## config.mk

```make
export PLATFORM = sky130hd
export DESIGN_NAME = multdiv_unit
export DESIGN_NICKNAME = d
export VERILOG_FILES = /design/src/rtl/multdiv_unit_pkg.sv /design/src/rtl/multdiv_unit_div_step.sv /design/src/rtl/multdiv_unit.sv
export SDC_FILE = /design/constraint.sdc
export NUM_CORES = 1
export LEC_CHECK = 0
export BUFFER_PORTS_ARGS = -buffer_cell sky130_fd_sc_hd__buf_2
export CORE_MARGIN = 5
export CORE_UTILIZATION = 65
export DETAILED_ROUTE_END_ITERATION = 16
export HOLD_SLACK_MARGIN = 0.03
export MAX_ROUTING_LAYER = met4
export PLACE_DENSITY = 0.89
export SYNTH_ARGS = -nofsm -noshare
export SYNTH_HDL_FRONTEND = slang
export SYNTH_SLANG_ARGS = --single-unit
```

## constraint.sdc

```tcl
create_clock -name clock -period 7.7 [get_ports clock]
set_input_delay 0.385 -clock clock [delete_from_list [all_inputs] [get_ports clock]]
set_output_delay 0.385 -clock clock [all_outputs]
set_load 0.005 [all_outputs]
```

## src/rtl/multdiv_unit_pkg.sv

```systemverilog
// Shared processor constants and helpers for the iterative multiply/divide unit:
// widths, FSM state encoding, execute ALU opcodes and signed-arithmetic helpers.
package multdiv_unit_pkg;

  localparam int WIDTH = 32;
  localparam int CNT_W = 5;

  localparam logic [4:0]       ALU_MUL = 5'b00110;
  localparam logic [4:0]       ALU_DIV = 5'b00111;
  localparam logic [WIDTH-1:0] INT_MIN = 32'h8000_0000;

  typedef enum logic [1:0] {
    ST_IDLE = 2'b00,
    ST_RUN  = 2'b01,
    ST_DONE = 2'b10
  } state_t;

  // Magnitude on a 33-bit path so that |INT_MIN| = 2^31 is representable.
  function automatic logic [WIDTH:0] magnitude(input logic [WIDTH-1:0] value);
    logic [WIDTH:0] ext;
    ext = {value[WIDTH-1], value};
    if (value[WIDTH-1]) begin
      magnitude = {(WIDTH+1){1'b0}} - ext;
    end else begin
      magnitude = ext;
    end
  endfunction

  function automatic logic fits_signed(input logic [2*WIDTH-1:0] product);
    fits_signed = (&product[2*WIDTH-1:WIDTH-1]) | ~(|product[2*WIDTH-1:WIDTH-1]);
  endfunction

endpackage

```

## src/rtl/multdiv_unit_div_step.sv

```systemverilog
// One restoring-division iteration: shift in the next dividend bit and
// subtract the divisor when the shifted remainder is large enough.
module div_step
  import multdiv_unit_pkg::*;
(
  input  logic [WIDTH:0] rem,
  input  logic           dividend_bit,
  input  logic [WIDTH:0] divisor,
  output logic [WIDTH:0] rem_next,
  output logic           quo_bit
);

  logic [WIDTH+1:0] shifted_s;
  logic [WIDTH+1:0] divisor_ext_s;

  // Compare-and-subtract for a single quotient bit
  always_comb begin
    shifted_s     = {rem, dividend_bit};
    divisor_ext_s = {1'b0, divisor};
    if (shifted_s >= divisor_ext_s) begin
      quo_bit  = 1'b1;
      rem_next = (WIDTH+1)'(shifted_s - divisor_ext_s);
    end else begin
      quo_bit  = 1'b0;
      rem_next = (WIDTH+1)'(shifted_s);
    end
  end

endmodule

```

## src/rtl/multdiv_unit.sv

```systemverilog
// Iterative signed multiply (radix-2 Booth) / divide (restoring) unit.
// 32 iterations per operation, registered result with a one-cycle ready pulse.
module multdiv_unit
  import multdiv_unit_pkg::*;
(
  input  logic             clock,
  input  logic             reset_n,
  input  logic             ctrl_MULT,
  input  logic             ctrl_DIV,
  input  logic [WIDTH-1:0] data_operandA,
  input  logic [WIDTH-1:0] data_operandB,
  output logic [WIDTH-1:0] data_result,
  output logic             data_exception,
  output logic             data_resultRDY,
  output logic             busy
);

  state_t           state_r;
  logic [CNT_W-1:0] cnt_r;
  logic             is_mul_r;
  logic             booth_r;
  logic             neg_q_r;
  logic             div_zero_r;
  logic             div_ovf_r;
  // hi_r: Booth upper accumulator or division remainder; lo_r: multiplier or dividend/quotient
  logic [WIDTH:0]   hi_r;
  logic [WIDTH:0]   m_r;
  logic [WIDTH-1:0] lo_r;

  logic             start_s;
  logic [WIDTH:0]   booth_sum_s;
  logic [WIDTH:0]   hi_next_s;
  logic [WIDTH-1:0] lo_next_s;
  logic [WIDTH:0]   div_rem_s;
  logic             div_qbit_s;
  logic [2*WIDTH-1:0] product_s;
  logic [WIDTH-1:0] fin_result_s;
  logic             fin_exc_s;

  assign start_s = ctrl_MULT | ctrl_DIV;

  div_step u_div_step (
    .rem          (hi_r),
    .dividend_bit (lo_r[WIDTH-1]),
    .divisor      (m_r),
    .rem_next     (div_rem_s),
    .quo_bit      (div_qbit_s)
  );

  // Next-iteration datapath: Booth add/sub + arithmetic shift, or one divide step
  always_comb begin
    case ({lo_r[0], booth_r})
      2'b01:   booth_sum_s = hi_r + m_r;
      2'b10:   booth_sum_s = hi_r - m_r;
      default: booth_sum_s = hi_r;
    endcase
    if (is_mul_r) begin
      hi_next_s = {booth_sum_s[WIDTH], booth_sum_s[WIDTH:1]};
      lo_next_s = {booth_sum_s[0], lo_r[WIDTH-1:1]};
    end else begin
      hi_next_s = div_rem_s;
      lo_next_s = {lo_r[WIDTH-2:0], div_qbit_s};
    end
  end

  // Final result and exception from the last iteration's outputs
  always_comb begin
    product_s = {hi_next_s[WIDTH-1:0], lo_next_s};
    if (is_mul_r) begin
      fin_result_s = product_s[WIDTH-1:0];
      fin_exc_s    = ~fits_signed(product_s);
    end else if (div_zero_r) begin
      fin_result_s = {WIDTH{1'b0}};
      fin_exc_s    = 1'b1;
    end else if (neg_q_r) begin
      fin_result_s = {WIDTH{1'b0}} - lo_next_s;
      fin_exc_s    = div_ovf_r;
    end else begin
      fin_result_s = lo_next_s;
      fin_exc_s    = div_ovf_r;
    end
  end

  // Control FSM with operand latching, iteration and registered outputs
  always_ff @(posedge clock) begin
    if (!reset_n) begin
      state_r        <= ST_IDLE;
      cnt_r          <= {CNT_W{1'b0}};
      is_mul_r       <= 1'b0;
      booth_r        <= 1'b0;
      neg_q_r        <= 1'b0;
      div_zero_r     <= 1'b0;
      div_ovf_r      <= 1'b0;
      hi_r           <= {(WIDTH+1){1'b0}};
      m_r            <= {(WIDTH+1){1'b0}};
      lo_r           <= {WIDTH{1'b0}};
      data_result    <= {WIDTH{1'b0}};
      data_exception <= 1'b0;
      data_resultRDY <= 1'b0;
      busy           <= 1'b0;
    end else begin
      case (state_r)
        ST_IDLE, ST_DONE: begin
          data_resultRDY <= 1'b0;
          if (start_s) begin
            state_r    <= ST_RUN;
            busy       <= 1'b1;
            cnt_r      <= {CNT_W{1'b0}};
            is_mul_r   <= ctrl_MULT;
            hi_r       <= {(WIDTH+1){1'b0}};
            booth_r    <= 1'b0;
            neg_q_r    <= data_operandA[WIDTH-1] ^ data_operandB[WIDTH-1];
            div_zero_r <= (data_operandB == {WIDTH{1'b0}});
            div_ovf_r  <= (data_operandA == INT_MIN) && (data_operandB == {WIDTH{1'b1}});
            if (ctrl_MULT) begin
              m_r  <= {data_operandA[WIDTH-1], data_operandA};
              lo_r <= data_operandB;
            end else begin
              m_r  <= magnitude(data_operandB);
              lo_r <= WIDTH'(magnitude(data_operandA));
            end
          end else begin
            state_r <= ST_IDLE;
            busy    <= 1'b0;
          end
        end
        ST_RUN: begin
          hi_r    <= hi_next_s;
          lo_r    <= lo_next_s;
          booth_r <= lo_r[0];
          cnt_r   <= cnt_r + CNT_W'(1);
          if (cnt_r == {CNT_W{1'b1}}) begin
            state_r        <= ST_DONE;
            busy           <= 1'b0;
            data_resultRDY <= 1'b1;
            data_result    <= fin_result_s;
            data_exception <= fin_exc_s;
          end else begin
            state_r <= ST_RUN;
          end
        end
        default: begin
          state_r        <= ST_IDLE;
          busy           <= 1'b0;
          data_resultRDY <= 1'b0;
        end
      endcase
    end
  end

endmodule

```

==> results by group <==
Outcome
  – Status: complete, no violations

CTS
  – TritonCTS Sinks: roughly 150
  – H-tree depth reported by CTS: 4
  – Total CTS buffers: 17
  – Clk pin slew, worst setup/hold paths: around 80 ps
  – CTS Hold Bufs: 0
  – CTS tree: done
  – CTS root buf: clkbuf_16
  – CTS max path bufs: 2
  – Clk_lat worst skew: 440 ps
  – Post-CTS sizing: 0
  – Post-CTS setup buffers: 0

Timing
  – Max-slew violations: 0
  – Period utilisation layout: around three quarters
  – Worst-margin pin slew: around 1300 ps
  – Fin. Hold Viols: 0
  – Final TNS setup: 0 ps
  – Min Hold Slack: 355 ps
  – Tmin final: between 5000 and 6000 ps
  – Fmax: 176 MHz
  – Worst slew margin: between 10% and 20%
  – Final setup violation count: 0
  – Post-Route Skew: 18.4 ps
  – RSZ-0062 raised after global routing: false

Global routing
  – Overflow after GRT: 0
  – First-pass GRT wire length: approximately 77 mm
  – Number of global-route vias before repair: between 10000 and 15000
  – Overall Global Routing Usage: 39.7%
  – Largest net degree at the start of global routing: roughly 110
  – Initial antenna violation count: 2

Power and ir drop
  – Max IR drop VDD: 0.199 mV
  – Leakage: 6.00 nW
  – Final Total Pwr: 5.12 mW
  – PwrDens: approximately 340 mW/mm^2

Yosys
  – Post-synth net total: roughly 2100
  – Register area share after synthesis: around a fifth
  – Syn Area/Cell: around 7.3 um^2
  – Synth cell types: 83
  – Number of synthesized flops with an enable pin: 0
  – Mapped Area: about 0.014 mm^2
  – Async SR Flop Fraction: 0%
  – Yosys Warn Count: 0
  – Ys flop type: dfxtp_1
  – Cells after Synth: between 1500 and 2000
  – Number of synthesized register bits: between 100 and 150

Floorplan
  – Initial Utilization: between 60% and 70%
  – Die Y: ~160 um
  – Core area: about 0.021 mm^2
  – Die Wd: between 150 and 200 um
  – Row Count: 53
  – Die area: about 0.025 mm^2
  – IO Pins: around 100

Detailed routing
  – Metal2 WL: 22.1 mm
  – Final wirelength: 48.1 mm
  – Routed vias: 15189
  – Vias/cell: about 6.8
  – DRT Pass-1 Iters: 6
  – M1 WL: roughly 20 mm
  – DRC viols: 0
  – Routed Antenna Nets: 0
  – DR top layer: met4
  – Post-DR wirelength/cell: between 20 and 25 um
  – WL met3: 4.17 mm
  – Initial DRC Count: 1931

Worst setup path
  – Crit path max fanout: 13
  – Critical path class: flip-flop to flip-flop
  – Crit path required time: roughly 8000 ps
  – Startpoint Class: flip-flop
  – Flop2flop setup slack: around 2000 ps
  – Crit end category: flip-flop
  – Crit path DAT: 6020 ps

Layout
  – Nets@finish: between 2000 and 2500
  – Fin area: 0.0152 mm^2
  – Share of post-route cells with drive strength above 1: a little under a tenth
  – Cell Count, Final, Fillers Out: around 2200
  – Area delta synth->final: 8.30%

Job
  – Max cap viols: 0

Hold path
  – HP Class: input pin to flip-flop

Placed design
  – Hpwl dp: between 30 and 40 mm
  – Port bufs: between 100 and 150
  – Inst Count DP: between 2000 and 2500
  – GP Congestion: between 1 and 1.5
  – Dpl cell area: 0.0145 mm^2
-- cell type report --
| cell class | count | area [um^2] |
|---|---|---|
| diodes | 2 | 5.00 |
| clock buffers | 17 | 425 |
| clock inverters | 15 | 209 |
| fillers | 1737 | 5980 |
| inverters | 60 | 225 |
| multi-input cells | 1607 | 10400 |
| flip-flops and latches | 145 | 2910 |
| well taps | 275 | 344 |
| repair buffers | 119 | 641 |
-- stage by stage --
stage                     setup WS (ps)  util, %
after detailed placement           2160     68.7
after global routing               1680     71.7
after global placement             2400     68.7
after floorplan                    3220        -
after CTS                          2160     71.7
final                              2020     71.7
-- critical path: stages, from the launching register on --
cell	delay (ps)
dfxtp_1	410
inv_1	90
ha_1	340
a21o_1	250
a31oi_1	240
o31ai_1	170
o221ai_1	1060
nand3_1	280
mux2i_1	430
ha_1	320
nand2_1	120
nor4b_1	520
nand3_1	180
nor3_1	260
nand2_1	190
o21ai_0	260
xor2_1	160
o21ai_0	80
a22oi_1	180
nor2b_1	60
-- cells in the mapped netlist (27+ instances only) --
| cell type | n | area, um^2 |
|---|---|---|
| a31oi_1 | 31 | 194 |
| xnor2_1 | 73 | 639 |
| o31ai_1 | 28 | 210 |
| nand3_1 | 32 | 160 |
| inv_1 | 60 | 225 |
| o21ai_0 | 181 | 906 |
| nor2b_1 | 64 | 400 |
| dfxtp_1 | 145 | 2900 |
| a21oi_1 | 108 | 541 |
| a22oi_1 | 27 | 203 |
| xor2_1 | 81 | 709 |
| ha_1 | 73 | 913 |
| nor3_1 | 31 | 155 |
| mux2i_1 | 37 | 370 |
| a21boi_0 | 43 | 323 |
| clkbuf_1 | 89 | 334 |
| nand2_1 | 288 | 1080 |
| nor2_1 | 102 | 383 |
-- per-layer routing --
| layer | track usage, % | up-vias |
|---|---|---|
| li1 | - | 7117 |
| met1 | 50.4 | 7048 |
| met2 | 62.9 | 866 |
| met3 | 6.39 | 158 |
| met4 | 17.0 | 0 |
| met5 | - | - |
-- cell usage in the layout, fill, tap and decap left out, types with 12 or more instances in the layout --
master and n:
o211ai_1 25, nand2b_1 16, nand4_1 26, and2_1 22, dfxtp_1 144, and3_1 21, o41ai_1 12, nor2_1 100
xnor2_1 73, a21o_1 22, xor2_1 81, a211oi_1 14, nand2_1 288, nor4_1 23, a22oi_1 27, ha_1 73
nand3_1 32, or3_1 21, a21oi_1 107, o21ai_0 181, buf_4 18, a31oi_1 31, nor2b_1 64, a22o_1 19
buf_2 101, a21boi_0 43, a221oi_1 23, mux2i_1 37, o31ai_1 28, clkbuf_16 17, inv_1 60, nor3_1 31
-- power breakdown --
group          leakage, nW  internal [mW]  switching, mW
registers             1.18          0.833          0.141
logic                 4.51           1.20           2.07
clock network        0.303          0.447          0.420
-- cell families (layout without fill, tap and decap cells) --
logic type / Yosys count / count (layout) / share of synthesized area, %
simple gates: 702 / 702 / 24.5
xor+xnor: 154 / 154 / 9.63
flops: 145 / 145 / 20.7
other cells: 0 / 2 / 0
mux: 44 / 44 / 3.21
compound gates: 632 / 632 / 30.1
fa+ha+maj: 75 / 75 / 6.80
buf+inv: 179 / 211 / 5.02
-- worst paths after layout --
path	startpoint	end	cells after the start
setup / recovery	m_r[19]$_SDFFE_PN0P_	data_result[20]$_SDFFE_PN0P_	19
hold / removal	data_operandA[0]	m_r[0]$_SDFFE_PN0P_	4
setup reg to reg	m_r[19]$_SDFFE_PN0P_	data_result[20]$_SDFFE_PN0P_	19
hold reg to reg	cnt_r[3]$_SDFFE_PN0P_	cnt_r[3]$_SDFFE_PN0P_	1
-- sequential cells by signal (all words and copies together), names as in the netlist --
name            cells
lo_r               32
state_r             2
cnt_r               5
busy                1
neg_q_r             1
data_result        32
m_r                33
div_ovf_r           1
data_resultRDY      1
div_zero_r          1
is_mul_r            1
hi_r               33
data_exception      1
booth_r             1
(Power assumes the default switching activity.)
